<file path="config.mk">
export PLATFORM = sky130hd
export DESIGN_NAME = tdc_readout_flat
export DESIGN_NICKNAME = d
export VERILOG_FILES = /design/src/rtl/tdc_readout_if.sv /design/src/rtl/tdc_readout.sv /design/src/flat_wrapper.sv
export SDC_FILE = /design/constraint.sdc
export NUM_CORES = 1
export LEC_CHECK = 0
export CORE_MARGIN = 5
export CORE_UTILIZATION = 60
export DETAILED_ROUTE_END_ITERATION = 6
export PLACE_DENSITY = 0.88
export SLEW_MARGIN = 20
export SYNTH_ARGS = -nofsm -noshare
export SYNTH_HDL_FRONTEND = slang
export SYNTH_SLANG_ARGS = --single-unit
</file>
<file path="constraint.sdc">
create_clock -name clk -period 7.1 [get_ports clk]
set_clock_uncertainty 0.15 [all_clocks]
set_input_delay 1.42 -clock clk [delete_from_list [all_inputs] [get_ports clk]]
set_output_delay 1.42 -clock clk [all_outputs]
set_load 0.005 [all_outputs]
</file>
<file path="src/rtl/tdc_readout_if.sv">
// Result bus of the TDC readout stage.
// Valid/ready handshake plus the accumulated measurement.
interface tdc_readout_if #(
  parameter int LOG2_N = 4
);
  logic              out_valid;
  logic              out_ready;
  logic [3+LOG2_N:0] sum;
  logic [3:0]        min_cnt;
  logic [3:0]        max_cnt;
  logic [7:0]        bubble_cnt;
  logic [7:0]        miss_cnt;

  modport master (
    output out_valid,
    output sum,
    output min_cnt,
    output max_cnt,
    output bubble_cnt,
    output miss_cnt,
    input  out_ready
  );

  modport slave (
    input  out_valid,
    input  sum,
    input  min_cnt,
    input  max_cnt,
    input  bubble_cnt,
    input  miss_cnt,
    output out_ready
  );
endinterface

</file>
<file path="src/rtl/tdc_readout.sv">
// TDC readout: sync, bubble-correct, count and
// accumulate 2^LOG2_N hits into sum/min/max.
module tdc_readout #(
  parameter int LOG2_N        = 4,
  parameter int SETTLE_CYCLES = 2
) (
  input  logic       clk,
  input  logic       rst,
  input  logic [7:0] term,
  input  logic       hit,
  input  logic       arm,
  output logic       busy,
  tdc_readout_if.master res
);

  localparam int SW = 4 + LOG2_N;
  localparam logic [8:0] LAST = 9'((1 << LOG2_N) - 1);
  localparam logic [3:0] SLOAD = 4'(SETTLE_CYCLES - 1);

  typedef enum logic [2:0] {
    S_IDLE,
    S_WAIT,
    S_SETTLE,
    S_CAPT,
    S_DONE
  } state_t;

  logic [7:0] term_s1_q, term_s2_q;
  logic       hit_s1_q, hit_s2_q, hit_s3_q;
  logic       hit_edge;

  state_t     state_q, state_d;
  logic [3:0] settle_q, settle_d;
  logic [8:0] idx_q, idx_d;
  logic [SW-1:0] sum_q, sum_d;
  logic [3:0] min_q, min_d;
  logic [3:0] max_q, max_d;
  logic [7:0] bub_q, bub_d;
  logic [7:0] miss_q, miss_d;
  logic       busy_q, busy_d;
  logic       valid_q, valid_d;

  logic [9:0] ext;
  logic [7:0] corr;
  logic       bubble;
  logic [3:0] cnt;
  logic       run;
  logic       clr;
  logic       miss_inc;

  // Two-flop synchronizers plus edge register for hit.
  always_ff @(posedge clk) begin
    if (rst) begin
      term_s1_q <= '0;
      term_s2_q <= '0;
      hit_s1_q  <= 1'b0;
      hit_s2_q  <= 1'b0;
      hit_s3_q  <= 1'b0;
    end else begin
      term_s1_q <= term;
      term_s2_q <= term_s1_q;
      hit_s1_q  <= hit;
      hit_s2_q  <= hit_s1_q;
      hit_s3_q  <= hit_s2_q;
    end
  end

  assign hit_edge = hit_s2_q & ~hit_s3_q;

  // Majority bubble correction and leading-ones count.
  always_comb begin
    ext  = {1'b0, term_s2_q, 1'b1};
    corr = '0;
    for (int k = 0; k < 8; k++) begin
      corr[k] = (ext[k] & ext[k+1]) |
                (ext[k] & ext[k+2]) |
                (ext[k+1] & ext[k+2]);
    end
    bubble = (corr != term_s2_q);
    cnt = '0;
    run = 1'b1;
    for (int k = 0; k < 8; k++) begin
      if (run && corr[k]) begin
        cnt = cnt + 4'd1;
      end else begin
        run = 1'b0;
      end
    end
  end

  // Next state and accumulator updates.
  always_comb begin
    state_d  = state_q;
    settle_d = settle_q;
    idx_d    = idx_q;
    sum_d    = sum_q;
    min_d    = min_q;
    max_d    = max_q;
    bub_d    = bub_q;
    miss_d   = miss_q;
    clr      = 1'b0;
    miss_inc = 1'b0;
    unique case (state_q)
      S_IDLE: begin
        if (arm) begin
          clr     = 1'b1;
          state_d = S_WAIT;
        end
      end
      S_WAIT: begin
        if (arm) begin
          clr = 1'b1;
        end else if (hit_edge) begin
          state_d  = S_SETTLE;
          settle_d = SLOAD;
        end
      end
      S_SETTLE: begin
        if (arm) begin
          clr     = 1'b1;
          state_d = S_WAIT;
        end else begin
          miss_inc = hit_edge;
          if (settle_q == 4'd0) begin
            state_d = S_CAPT;
          end else begin
            settle_d = settle_q - 4'd1;
          end
        end
      end
      S_CAPT: begin
        if (arm) begin
          clr     = 1'b1;
          state_d = S_WAIT;
        end else begin
          miss_inc = hit_edge;
          sum_d = sum_q + SW'(cnt);
          if (cnt < min_q) min_d = cnt;
          if (cnt > max_q) max_d = cnt;
          if (bubble && bub_q != 8'hFF) begin
            bub_d = bub_q + 8'd1;
          end
          if (idx_q == LAST) begin
            state_d = S_DONE;
          end else begin
            idx_d   = idx_q + 9'd1;
            state_d = S_WAIT;
          end
        end
      end
      S_DONE: begin
        miss_inc = hit_edge;
        if (res.out_ready) state_d = S_IDLE;
      end
      default: state_d = S_IDLE;
    endcase
    if (miss_inc && miss_q != 8'hFF) begin
      miss_d = miss_q + 8'd1;
    end
    if (clr) begin
      sum_d  = '0;
      bub_d  = '0;
      miss_d = '0;
      idx_d  = '0;
      min_d  = 4'd8;
      max_d  = 4'd0;
    end
    busy_d  = (state_d == S_WAIT) ||
              (state_d == S_SETTLE) ||
              (state_d == S_CAPT);
    valid_d = (state_d == S_DONE);
  end

  // State and result registers.
  always_ff @(posedge clk) begin
    if (rst) begin
      state_q  <= S_IDLE;
      settle_q <= '0;
      idx_q    <= '0;
      sum_q    <= '0;
      min_q    <= 4'd8;
      max_q    <= 4'd0;
      bub_q    <= '0;
      miss_q   <= '0;
      busy_q   <= 1'b0;
      valid_q  <= 1'b0;
    end else begin
      state_q  <= state_d;
      settle_q <= settle_d;
      idx_q    <= idx_d;
      sum_q    <= sum_d;
      min_q    <= min_d;
      max_q    <= max_d;
      bub_q    <= bub_d;
      miss_q   <= miss_d;
      busy_q   <= busy_d;
      valid_q  <= valid_d;
    end
  end

  assign busy           = busy_q;
  assign res.out_valid  = valid_q;
  assign res.sum        = sum_q;
  assign res.min_cnt    = min_q;
  assign res.max_cnt    = max_q;
  assign res.bubble_cnt = bub_q;
  assign res.miss_cnt   = miss_q;

endmodule

</file>
<file path="src/flat_wrapper.sv">
// flat-port wrapper written by rule: the top's interface ports become plain ports
module tdc_readout_flat 
#(
  parameter int LOG2_N        = 4,
  parameter int SETTLE_CYCLES = 2
)
  (clk, rst, term, hit, arm, busy, res_out_valid, res_sum, res_min_cnt, res_max_cnt, res_bubble_cnt, res_miss_cnt, res_out_ready);
  tdc_readout_if #(.LOG2_N(LOG2_N)) res_i ();
  input  logic clk;
  input  logic rst;
  input  logic [7:0] term;
  input  logic hit;
  input  logic arm;
  output logic busy;
  output wire logic [$bits(res_i.out_valid)-1:0] res_out_valid;
  output wire logic [$bits(res_i.sum)-1:0] res_sum;
  output wire logic [$bits(res_i.min_cnt)-1:0] res_min_cnt;
  output wire logic [$bits(res_i.max_cnt)-1:0] res_max_cnt;
  output wire logic [$bits(res_i.bubble_cnt)-1:0] res_bubble_cnt;
  output wire logic [$bits(res_i.miss_cnt)-1:0] res_miss_cnt;
  input wire logic [$bits(res_i.out_ready)-1:0] res_out_ready;
  assign res_out_valid = res_i.out_valid;
  assign res_sum = res_i.sum;
  assign res_min_cnt = res_i.min_cnt;
  assign res_max_cnt = res_i.max_cnt;
  assign res_bubble_cnt = res_i.bubble_cnt;
  assign res_miss_cnt = res_i.miss_cnt;
  assign res_i.out_ready = res_out_ready;
  tdc_readout #(.LOG2_N(LOG2_N), .SETTLE_CYCLES(SETTLE_CYCLES)) u_core (.clk(clk), .rst(rst), .term(term), .hit(hit), .arm(arm), .busy(busy), .res(res_i));
endmodule
</file>
Word level (Yosys, flattened, before mapping)
Cells that the tools add are included.
{"block": "op_classes", "addsub": 12, "mul": 0, "div_mod_pow": 0, "order_cmp": 2, "eq_ne": 16, "shifts": 0, "mux": 33, "bitwise_logic": 31, "n_reduce_logical": 23}
{"cell": "4-bit 2-to-1 mux", "count": 11}
{"cell": "4-bit by 1-bit adder with 4-bit output, second input constant", "count": 7}
{"cell": "3-bit 2-to-1 mux", "count": 8}
{"cell": "8-bit by 1-bit adder with 8-bit output, second input constant", "count": 2}
{"cell": "8-bit inequality test, second input constant", "count": 2}
{"cell": "3-bit case mux with 5 select lines", "count": 1}
{"cell": "1-bit AND", "count": 14}
{"cell": "1-bit bitwise OR", "count": 14}
{"cell": "3-bit by 2-bit equality test with 1-bit output, second input constant", "count": 4}
{"cell": "3-bit AND reduction", "count": 4}
{"cell": "1-bit 2-to-1 mux", "count": 11}
{"cell": "9-bit by 1-bit adder with 9-bit output, second input constant", "count": 1}
{"cell": "9-bit by 4-bit equality test with 1-bit output, second input constant", "count": 1}
{"cell": "1-bit logical AND", "count": 9}
{"cell": "8-bit by 4-bit adder with 8-bit output", "count": 1}
{"cell": "8-bit inequality test", "count": 1}
{"cell": "4-bit case mux with 2 select lines", "count": 1}
{"cell": "3-bit by 1-bit equality test with 1-bit output, second input constant", "count": 2}
{"cell": "3-bit equality test, second input constant", "count": 2}
{"cell": "2-bit inequality test, second input constant", "count": 3}
{"cell": "5-bit AND reduction", "count": 1}
{"cell": "4-bit > comparator", "count": 1}
{"cell": "4-bit zero test", "count": 1}
{"cell": "4-bit < comparator", "count": 1}
{"cell": "other kinds (10)", "count": 14}
{"block": "totals", "regBits": 69, "latch_bits": 0, "ramBits": 0, "romBits": 0, "input_bits": 13, "memories": 0}

Logic depth before layout (Yosys ltp)
Gate-level depths: netlist of run 1.
{"block": "logic_depth", "depth_word": 19, "depth_mapped": 25}

Least setup slack after synthesis of run 1
Ideal clock, no wire load.
{"block": "synth_timing", "path_type": "register to register", "startpoint": "reg u_core.term_s2_q[2]", "endpoint": "reg u_core.min_q[0] (netlist: u_core.res.min_cnt[0])", "arrival_ns": 4.388, "slack_ns": 2.477, "stages_incl_launch_ff": 22, "path_buffers": 1, "synth_period_minus_slack_ns": 4.623, "cell_sequence": "dfxtp_1 clkbuf_1 nand2_1 a21oi_1 a31oi_1 ha_1 o311ai_1 inv_1 ha_1 mux2i_1 ha_1 nor2b_1 a221o_1 nand2b_1 a31oi_1 inv_1 ha_1 a21oi_1 nand4b_1 o21ai_1 nor2_1 a211oi_1"}
{"block": "synth_via", "elab_chain_len": 19, "elab_cells_between_ends": 38, "classes_between": "add/sub (6); order compare (1); mux (13); bitwise (10); reduce/logical (8)"}
{"element": "start: declaration", "line_no": "tdc_readout.sv:28", "source": "logic [7:0] term_s1_q, term_s2_q;"}
{"element": "start signal: assignment", "line_no": "tdc_readout.sv:61", "source": "term_s2_q <= term_s1_q;"}
{"element": "1-bit AND", "line_no": "tdc_readout.sv:76", "source": "(ext[k] & ext[k+2]) |"}
{"element": "1-bit bitwise OR", "line_no": "tdc_readout.sv:75", "source": "corr[k] = (ext[k] & ext[k+1]) |"}
{"element": "1-bit bitwise OR", "line_no": "tdc_readout.sv:76"}
{"element": "1-bit logical AND", "line_no": "tdc_readout.sv:83", "source": "if (run && corr[k]) begin"}
{"element": "4-bit 2-to-1 mux / 1-bit 2-to-1 mux (equally long branches)", "line_no": "tdc_readout.sv:83"}
{"element": "4-bit by 1-bit adder with 4-bit output / 1-bit logical AND (equally long branches)", "line_no": "tdc_readout.sv:84, tdc_readout.sv:83"}
{"element": "4-bit 2-to-1 mux / 1-bit 2-to-1 mux (equally long branches)", "line_no": "tdc_readout.sv:83"}
{"element": "4-bit by 1-bit adder with 4-bit output / 1-bit logical AND (equally long branches)", "line_no": "tdc_readout.sv:84, tdc_readout.sv:83"}
{"element": "(+4 left out)"}
{"element": "4-bit 2-to-1 mux / 1-bit 2-to-1 mux (equally long branches)", "line_no": "tdc_readout.sv:83"}
{"element": "4-bit by 1-bit adder with 4-bit output / 1-bit logical AND (equally long branches)", "line_no": "tdc_readout.sv:84, tdc_readout.sv:83"}
{"element": "4-bit 2-to-1 mux / 1-bit 2-to-1 mux (equally long branches)", "line_no": "tdc_readout.sv:83"}
{"element": "4-bit by 1-bit adder with 4-bit output / 1-bit logical AND (equally long branches)", "line_no": "tdc_readout.sv:84, tdc_readout.sv:83"}
{"element": "4-bit 2-to-1 mux (*)", "line_no": "tdc_readout.sv:83"}
{"element": "named net u_core.cnt[3]", "line_no": "tdc_readout.sv:46", "source": "logic [3:0] cnt;"}
{"element": "4-bit < comparator (*)", "line_no": "tdc_readout.sv:138", "source": "if (cnt < min_q) min_d = cnt;"}
{"element": "3-bit AND reduction (no source line) (*)"}
{"element": "end signal: assignment", "line_no": "tdc_readout.sv:192", "source": "min_q <= min_d;"}
{"element": "end: declaration", "line_no": "tdc_readout.sv:36", "source": "logic [3:0] min_q, min_d;"}
The timed path passes the listed nets; every way through them passes the cells marked *.
A chain may end at the register's enable or synchronous reset.

Worst setup path in the final report of run 1
{"block": "layout_timing", "startpoint": "reg u_core.term_s2_q[3]", "endpoint": "reg u_core.max_q[0] (netlist: u_core.res.max_cnt[0])"}
{"block": "layout_via", "elab_chain_len": 17, "elab_cells_between_ends": 34, "classes_between": "add/sub (5); order compare (1); mux (11); bitwise (10); reduce/logical (7)"}
{"element": "1-bit AND", "line_no": "tdc_readout.sv:76"}
{"element": "1-bit bitwise OR", "line_no": "tdc_readout.sv:75"}
{"element": "1-bit bitwise OR", "line_no": "tdc_readout.sv:76"}
{"element": "1-bit logical AND", "line_no": "tdc_readout.sv:83"}
{"element": "4-bit 2-to-1 mux / 1-bit 2-to-1 mux (equally long branches)", "line_no": "tdc_readout.sv:83"}
{"element": "4-bit by 1-bit adder with 4-bit output / 1-bit logical AND (equally long branches)", "line_no": "tdc_readout.sv:84, tdc_readout.sv:83"}
{"element": "4-bit 2-to-1 mux / 1-bit 2-to-1 mux (equally long branches)", "line_no": "tdc_readout.sv:83"}
{"element": "4-bit by 1-bit adder with 4-bit output / 1-bit logical AND (equally long branches)", "line_no": "tdc_readout.sv:84, tdc_readout.sv:83"}
{"element": "(+2 left out)"}
{"element": "4-bit 2-to-1 mux / 1-bit 2-to-1 mux (equally long branches)", "line_no": "tdc_readout.sv:83"}
{"element": "4-bit by 1-bit adder with 4-bit output / 1-bit logical AND (equally long branches)", "line_no": "tdc_readout.sv:84, tdc_readout.sv:83"}
{"element": "4-bit 2-to-1 mux / 1-bit 2-to-1 mux (equally long branches)", "line_no": "tdc_readout.sv:83"}
{"element": "4-bit by 1-bit adder with 4-bit output / 1-bit logical AND (equally long branches)", "line_no": "tdc_readout.sv:84, tdc_readout.sv:83"}
{"element": "4-bit 2-to-1 mux (*)", "line_no": "tdc_readout.sv:83"}
{"element": "named net u_core.cnt[1]", "line_no": "tdc_readout.sv:46"}
{"element": "4-bit > comparator (*)", "line_no": "tdc_readout.sv:139", "source": "if (cnt > max_q) max_d = cnt;"}
{"element": "3-bit AND reduction (no source line) (*)"}
{"element": "end signal: assignment", "line_no": "tdc_readout.sv:193", "source": "max_q <= max_d;"}
{"element": "end: declaration", "line_no": "tdc_readout.sv:37", "source": "logic [3:0] max_q, max_d;"}
Marked as above.

==> impl_metrics.csv, run 1 <==
group,metric,value,unit
yosys,async_reset_ff_frac,0,
setup_path,worst_ep_arrival_time,5.44,ns
timing,setup_slack,1.78,ns
clock_tree,cts_buffer_depth,2,
job,max-cap-violations,0,
clock_tree,ctsResizeCount,0,
route,dr.max_layer_used,"met4",
finish,final_common_cell,"dfxtp_1",
setup_path,ff2ff_path_depth,22,
timing,timing.setup.tns,0,ns
setup_path,cp.required,7.22,ns
setup_path,r2r_setup_slack,1.78,ns
clock_tree,cts_root_buf,"clkbuf_8",
setup_path,r2r-start,"u_core.term_s2_q[3]$_SDFF_PP0_",
timing,rsz0062_at_grt,"false",
floorplan,dieArea,7780,um^2
yosys,ys_seq_area_frac,0.377,
place,port_buffers,46,
yosys,yosys_register_bits,69,
timing,setup_viol,0,
setup_path,crit_buf_inv,3,
clock_tree,cts-buffers-inserted,9,
power_and_ir_drop,ir_drop,0.141,mV
route,drc,0,
clock_tree,clkLatencyLatePin,0.36,ns
setup_path,path_common_cell,"ha_1",
setup_path,path_depth,22,
route,vias_per_cell,5.68,
place,dpl.hpwl,5530,um
route,drtIter0Drc,234,
finish,fin_nets,492,
yosys,ys.flop_type,"dfxtp_1",
timing,worst_pin_slew,0.987,ns
route,ant_nets,0,
route,wl_met1,3580,um
route,wirelength,8040,um
finish,drive_gt1_frac,0.0672,
setup_path,cp_cell_sequence,"inv_1 -> nand2_1 -> a21oi_1 -> a31oi_1 -> ha_1 -> o311ai_1 -> inv_1 -> ha_1 -> mux2i_1 -> mux2i_1 -> mux2_2 -> ha_1 -> nand3b_1 -> o211ai_1 -> inv_1 -> ha_1 -> nor2b_1 -> o21a_1 -> o21ai_0 -> a21oi_1 -> nor2_1 -> a211oi_1",
grt,grt_pass1_wl,13200,um
timing,period_needed,5.32,ns
timing,finalCritPeriodShare,0.749,
floorplan,rows,28,
clock_tree,cts_tree,"done",
setup_path,cp_slowest_cell,"o311ai_1",
finish,area_growth,19.0,%
place,pre_cts_slack,1.94,ns
timing,max_freq,188,MHz
setup_path,timing_worst_setup_path_type,"reg2reg",
setup_path,critPathLaunch,"u_core.term_s2_q[3]$_SDFF_PP0_",
place,gp_congestion,0.824,
timing,slew_viol_final,0,
route,first_pass_iters,4,
grt,grt_max_degree,39,
floorplan,die_w,88.2,um
setup_path,cp-start-kind,"flip-flop",
timing,slew_headroom,0.340,
setup_path,crit_fanout,9,
floorplan,ioPinCount,47,
setup_path,cp_top_family,"compound AO/OA/AOI/OAI gates",
finish,num_antenna_cells,0,
hold_path,holdCritPathClass,"reg2reg",
grt,grt_pass1_vias,2873,
timing,hold_viol,0,
floorplan,coreArea,5920,um^2
outcome,status,"finished clean",
yosys,synth_warnings,0,
finish,multi_input_area,2090,um^2
route,dr_wl_met3,402,um
clock_tree,clk_pin_slew,0.08,ns
finish,fin_cells,536,
setup_path,cpPeakStageDelay,0.51,ns
clock_tree,htree_num_levels,3,
finish,regArea,1380,um^2
place,place_inst,520,
power_and_ir_drop,power,0.807,mW
yosys,avgSynthCellArea,8.79,um^2
route,vias,3044,
floorplan,initial_core_util,0.619,
finish,nFillCells,428,
setup_path,worstSetupEndpointType,"flip-flop",
clock_tree,holdBufCountCts,0,
route,wl_per_cell,15.0,um
clock_tree,postCtsSetupBuffers,0,
clock_tree,clkSinkCount,69,
route,met2_length,3920,um
yosys,synthesis.area,3670,um^2
setup_path,cp-endpoint,"u_core.res.max_cnt[0]$_SDFFE_PP0P_",
grt,antenna_found_initial,0,
power_and_ir_drop,leakage,1.62,nW
yosys,syn_inst,417,
yosys,synth_nets,453,
grt,gr-total-overflow,0,
setup_path,r2r_end,"u_core.res.max_cnt[0]$_SDFFE_PP0P_",
yosys,synth_edf_count,0,
floorplan,die-height,88.2,um
yosys,synth_cell_types,67,
finish,layout_common_cells,"dfxtp_1 (69), clkdlybuf4s50_1 (46), nor2_1 (44)",
power_and_ir_drop,powerDensity,185,nW/um^2
grt,track_usage,0.217,
[cell usage after synthesis (4+ instances only)]
library cell | number | area [um^2]
a2111oi_1 | 5 | 50.1
a211oi_1 | 8 | 60.1
a21o_1 | 4 | 30.0
a21oi_1 | 27 | 135
and3_1 | 4 | 25.0
buf_2 | 7 | 35.0
clkbuf_1 | 8 | 30.0
dfxtp_1 | 69 | 1380
ha_1 | 22 | 275
inv_1 | 28 | 105
mux2i_1 | 6 | 60.1
nand2_1 | 20 | 75.1
nand3_1 | 8 | 40.0
nand3b_1 | 5 | 37.5
nand4_1 | 8 | 50.1
nor2_1 | 44 | 165
nor2b_1 | 32 | 200
nor3_1 | 6 | 30.0
o21ai_0 | 13 | 65.1
o21ai_1 | 4 | 20.0
xnor2_1 | 14 | 123
xor2_1 | 13 | 114
[worst register-to-register path: stages, from the launching register on]
cell,delay [ns]
dfxtp_1,0.47
inv_1,0.17
nand2_1,0.09
a21oi_1,0.07
a31oi_1,0.18
ha_1,0.26
o311ai_1,0.51
inv_1,0.09
ha_1,0.33
mux2i_1,0.14
mux2i_1,0.13
mux2_2,0.31
ha_1,0.26
nand3b_1,0.15
o211ai_1,0.26
inv_1,0.20
ha_1,0.33
nor2b_1,0.13
o21a_1,0.12
o21ai_0,0.09
a21oi_1,0.51
nor2_1,0.09
a211oi_1,0.22
[registers in the layout, summed over array words and instances, names as in the netlist]
register and count:
u_core.busy 1, u_core.hit_s1_q 1, u_core.hit_s2_q 1, u_core.hit_s3_q 1, u_core.idx_q 9, u_core.res.bubble_cnt 8, u_core.res.max_cnt 4, u_core.res.min_cnt 4
u_core.res.miss_cnt 8, u_core.res.out_valid 1, u_core.res.sum 8, u_core.settle_q 4, u_core.state_q 3, u_core.term_s1_q 8, u_core.term_s2_q 8
[how the worst min path moves through the flow]
stage | start | to | slack [ns] | cells past startpoint
floorplan | u_core.hit_s1_q$_SDFF_PP0_ | u_core.hit_s2_q$_SDFF_PP0_ | 0.26 | 1
global route | u_core.term_s1_q[2]$_SDFF_PP0_ | u_core.term_s2_q[2]$_SDFF_PP0_ | 0.31 | 1
detailed placement | u_core.term_s1_q[3]$_SDFF_PP0_ | u_core.term_s2_q[3]$_SDFF_PP0_ | 0.27 | 1
finish | u_core.term_s1_q[3]$_SDFF_PP0_ | u_core.term_s2_q[3]$_SDFF_PP0_ | 0.29 | 1
global placement | u_core.term_s1_q[2]$_SDFF_PP0_ | u_core.term_s2_q[2]$_SDFF_PP0_ | 0.27 | 1
CTS | u_core.term_s1_q[3]$_SDFF_PP0_ | u_core.term_s2_q[3]$_SDFF_PP0_ | 0.29 | 1
[cell families after synthesis]
group,Yosys count,synth area share
AO/OA/AOI/OAI,86,0.165
flip-flops,69,0.377
adder cells (fa/ha/maj),26,0.0887
buffers and inverters,47,0.0529
AND/OR/NAND/NOR,154,0.230
XOR/XNOR,27,0.0645
multiplexers,8,0.0225
[metal layers]
metal	vias up	track usage
met5	-	0
met4	0	0.0948
met3	15	0.0546
met2	87	0.365
met1	1406	0.262
li1	1536	-
[per-stage QoR]
| step | utilization | cell area [um^2] | hold WS (ns) |
|---|---|---|---|
| 2_1_floorplan | - | 3670 | 0.264 |
| 6_report | 0.737 | 4360 | 0.291 |
| 5_1_grt | 0.737 | 4360 | 0.311 |
| 3_3_place_gp | 0.699 | 4140 | 0.267 |
| 4_1_cts | 0.737 | 4360 | 0.292 |
| 3_5_place_dp | 0.699 | 4140 | 0.273 |
[area by class of cell]
cell class	instances	area share
Timing Repair Buffer	47	0.107
Clock inverter	7	0.0227
Clock buffer	9	0.0284
Inverter	28	0.0241
Tap cell	75	0.0215
Multi-Input combinational cell	301	0.479
Sequential cell	69	0.317
[report_power, final]
group / internal (mW) / switching [mW] / total (mW)
clock: 0.199 / 0.166 / 0.365
sequential: 0.393 / 0.00718 / 0.400
combinational: 0.0197 / 0.0219 / 0.0416
total: 0.612 / 0.195 / 0.807
Note: power is estimated with default switching activity, not from simulation.
==> inputs of run 2 (changes only) <==
--- a/config.mk
+++ b/config.mk
@@ -6,9 +6,9 @@
 export NUM_CORES = 1
 export LEC_CHECK = 0
 export CORE_MARGIN = 5
-export CORE_UTILIZATION = 60
+export CORE_UTILIZATION = 55
 export DETAILED_ROUTE_END_ITERATION = 6
-export PLACE_DENSITY = 0.88
+export PLACE_DENSITY = 0.81
 export SLEW_MARGIN = 20
 export SYNTH_ARGS = -nofsm -noshare
 export SYNTH_HDL_FRONTEND = slang
==> constraint.sdc (replaced) <==
create_clock -name clk -period 5.42 [get_ports clk]
set_clock_uncertainty 0.15 [all_clocks]
set_input_delay 1.084 -clock clk [delete_from_list [all_inputs] [get_ports clk]]
set_output_delay 1.084 -clock clk [all_outputs]
set_load 0.005 [all_outputs]
==> impl_metrics.csv, run 2 (synthesis results as in run 1) <==
group,metric,value,unit
outcome,status,"finished clean",
route,ant_nets,0,
floorplan,dieArea,8400,um^2
setup_path,r2r_setup_slack,0.35,ns
timing,slew_headroom,0.515,
timing,hold_viol,0,
timing,rsz0062_at_grt,"false",
hold_path,min_path_cells,1,
hold_path,holdPathEnd,"u_core.term_s2_q[2]$_SDFF_PP0_",
grt,grt_pass1_vias,3006,
finish,largest_register_ffs,9,
place,dpl.hpwl,5740,um
setup_path,cp.required,5.53,ns
setup_path,r2r_end,"u_core.res.max_cnt[1]$_SDFFE_PP0P_",
grt,grt_pass1_wl,13100,um
grt,antenna_found_initial,0,
floorplan,die-height,91.7,um
setup_path,cp_slowest_cell,"maj3_1",
route,vias_per_cell,5.72,
route,wirelength,8160,um
setup_path,ff2ff_path_depth,21,
grt,grt_max_degree,39,
setup_path,worstSetupEndpointType,"flip-flop",
hold_path,min_from,"u_core.term_s1_q[2]$_SDFF_PP0_",
setup_path,cp-start-kind,"flip-flop",
floorplan,ioPinCount,47,
setup_path,timing_worst_setup_path_type,"reg2reg",
setup_path,cp_cell_sequence,"maj3_1 -> ha_1 -> nand4b_1 -> o311ai_4 -> inv_1 -> ha_1 -> mux2i_1 -> mux2i_1 -> mux2_2 -> ha_1 -> nand3b_1 -> o211ai_1 -> inv_1 -> ha_1 -> nor2b_1 -> o21a_1 -> o21ai_0 -> a21oi_2 -> buf_4 -> buf_4 -> a211oi_1",
timing,finalCritPeriodShare,0.936,
power_and_ir_drop,leakage,1.65,nW
route,drtIter0Drc,138,
setup_path,cpPeakStageDelay,0.45,ns
place,gp_congestion,0.816,
setup_path,path_common_cell,"ha_1",
hold_path,holdCritPathClass,"reg2reg",
finish,drive_gt1_frac,0.0923,
floorplan,coreArea,6420,um^2
timing,max_freq,197,MHz
timing,period_needed,5.07,ns
finish,final_common_cell,"dfxtp_1",
setup_path,crit_fanout,10,
grt,gr-total-overflow,0,
floorplan,rows,29,
floorplan,die_w,91.7,um
setup_path,worst_ep_arrival_time,5.18,ns
clock_tree,cts-buffers-inserted,9,
setup_path,r2r-start,"u_core.term_s2_q[0]$_SDFF_PP0_",
timing,slew_viol_final,0,
clock_tree,htree_num_levels,3,
job,max-cap-violations,0,
finish,top_register,"u_core.idx_q",
route,first_pass_iters,4,
clock_tree,clkSinkCount,69,
finish,fin_nets,497,
timing,worst_pin_slew,0.727,ns
place,port_buffers,46,
timing,setup_viol,0,
route,wl_per_cell,15.0,um
finish,finalInstanceArea,4440,um^2
grt,track_usage,0.191,
clock_tree,clk_pin_slew,0.08,ns
power_and_ir_drop,powerDensity,239,nW/um^2
clock_tree,cts_root_buf,"clkbuf_8",
finish,layout_common_cells,"dfxtp_1 (66), clkdlybuf4s50_1 (46), nor2_1 (44)",
route,drc,0,
finish,num_antenna_cells,0,
place,detailed_place.area,4150,um^2
finish,area_growth,21.1,%
clock_tree,clkLatencyLatePin,0.34,ns
power_and_ir_drop,ir_drop,0.190,mV
route,vias,3106,
clock_tree,cts_tree,"done",
floorplan,initial_core_util,0.571,
timing,timing.setup.tns,0,ns
clock_tree,cts_buffer_depth,2,
[run 2: cell count changes in the layout (fill, tap and decap cells not counted), sizes merged]
cell      previous run  this run
inv                 29        30
clkinvlp             1         2
clkbuf               9        10
buf                  1         6
clkinv               3         0
[run 2: power by group]
group	internal, mW	switching (mW)	total [mW]	leakage (nW)
registers	0.514	0.00847	0.523	0.561
logic	0.0266	0.0316	0.0583	0.983
clock network	0.275	0.207	0.482	0.110
[run 2: repair_timing]
item / 4_1_cts / 5_1_grt
gates resized for setup: 1 / 6
pin swaps: 0 / 2
setup buffers: 0 / 4
hold buffers: 0 / 0
endpoints found under the setup margin: 1 / 11
[run 2: worst max-delay path by stage]
stage,endpoint,start,depth (start not counted),slack (ns)
after global routing,u_core.res.max_cnt[1]$_SDFFE_PP0P_,u_core.term_s2_q[0]$_SDFF_PP0_,22,0.01
final,u_core.res.max_cnt[1]$_SDFFE_PP0P_,u_core.term_s2_q[0]$_SDFF_PP0_,21,0.35
after global placement,u_core.res.min_cnt[1]$_SDFFE_PP0P_,u_core.term_s2_q[2]$_SDFF_PP0_,20,0.40
after floorplan,u_core.res.min_cnt[0]$_SDFFE_PP0P_,u_core.term_s2_q[2]$_SDFF_PP0_,21,0.80
after detailed placement,u_core.res.max_cnt[0]$_SDFFE_PP0P_,u_core.term_s2_q[3]$_SDFF_PP0_,22,0.10
after CTS,u_core.res.min_cnt[1]$_SDFFE_PP0P_,u_core.term_s2_q[3]$_SDFF_PP0_,21,0.16
[run 2: final cells by class]
class	instances	area (um^2)
clock buffer	10	138
clock inverter	6	92.6
fill	505	1980
inverter	28	105
multi-input combinational	301	2120
sequential	69	1390
tap	77	96.3
timing repair buffer	52	505
[run 2: through the flow]
step           power, mW   util  hold slack, ns  cells  setup WS, ns
2_1_floorplan      0.570      -           0.264    417         0.797
3_3_place_gp       0.587  0.646           0.267    523         0.405
3_5_place_dp       0.590  0.646           0.275    523         0.102
4_1_cts             1.07  0.683           0.290    539         0.155
5_1_grt             1.10  0.691           0.304    543        0.0131
6_report            1.06  0.691           0.287    543         0.347
[run 2: metal layers]
metal  vias up  routed length (um)  GRT usage  share of wire
li1       1543                   -          -              -
met1      1457                3500      0.213           0.43
met2        85                4080      0.339           0.50
met3        21                 358     0.0491          0.044
met4         0                 221     0.0867          0.027
met5         -                   0          0              0
[run 2: critical path, delay by kind of cell, from the launching register on]
kind	cells	cell delay, ns
compound gates	6	1.01
buf+inv	4	0.56
simple gates	3	0.53
mux	3	0.59
flops	1	0.41
fa+ha+maj	5	1.75
==> inputs of run 3 (changes only) <==
--- a/config.mk
+++ b/config.mk
@@ -8,6 +8,7 @@
 export CORE_MARGIN = 5
 export CORE_UTILIZATION = 55
 export DETAILED_ROUTE_END_ITERATION = 6
+export HOLD_SLACK_MARGIN = 0.1
 export PLACE_DENSITY = 0.81
 export SLEW_MARGIN = 20
 export SYNTH_ARGS = -nofsm -noshare
==> results of run 3 <==
No change in the layout: final DEF, timing and power equal those of run 2.
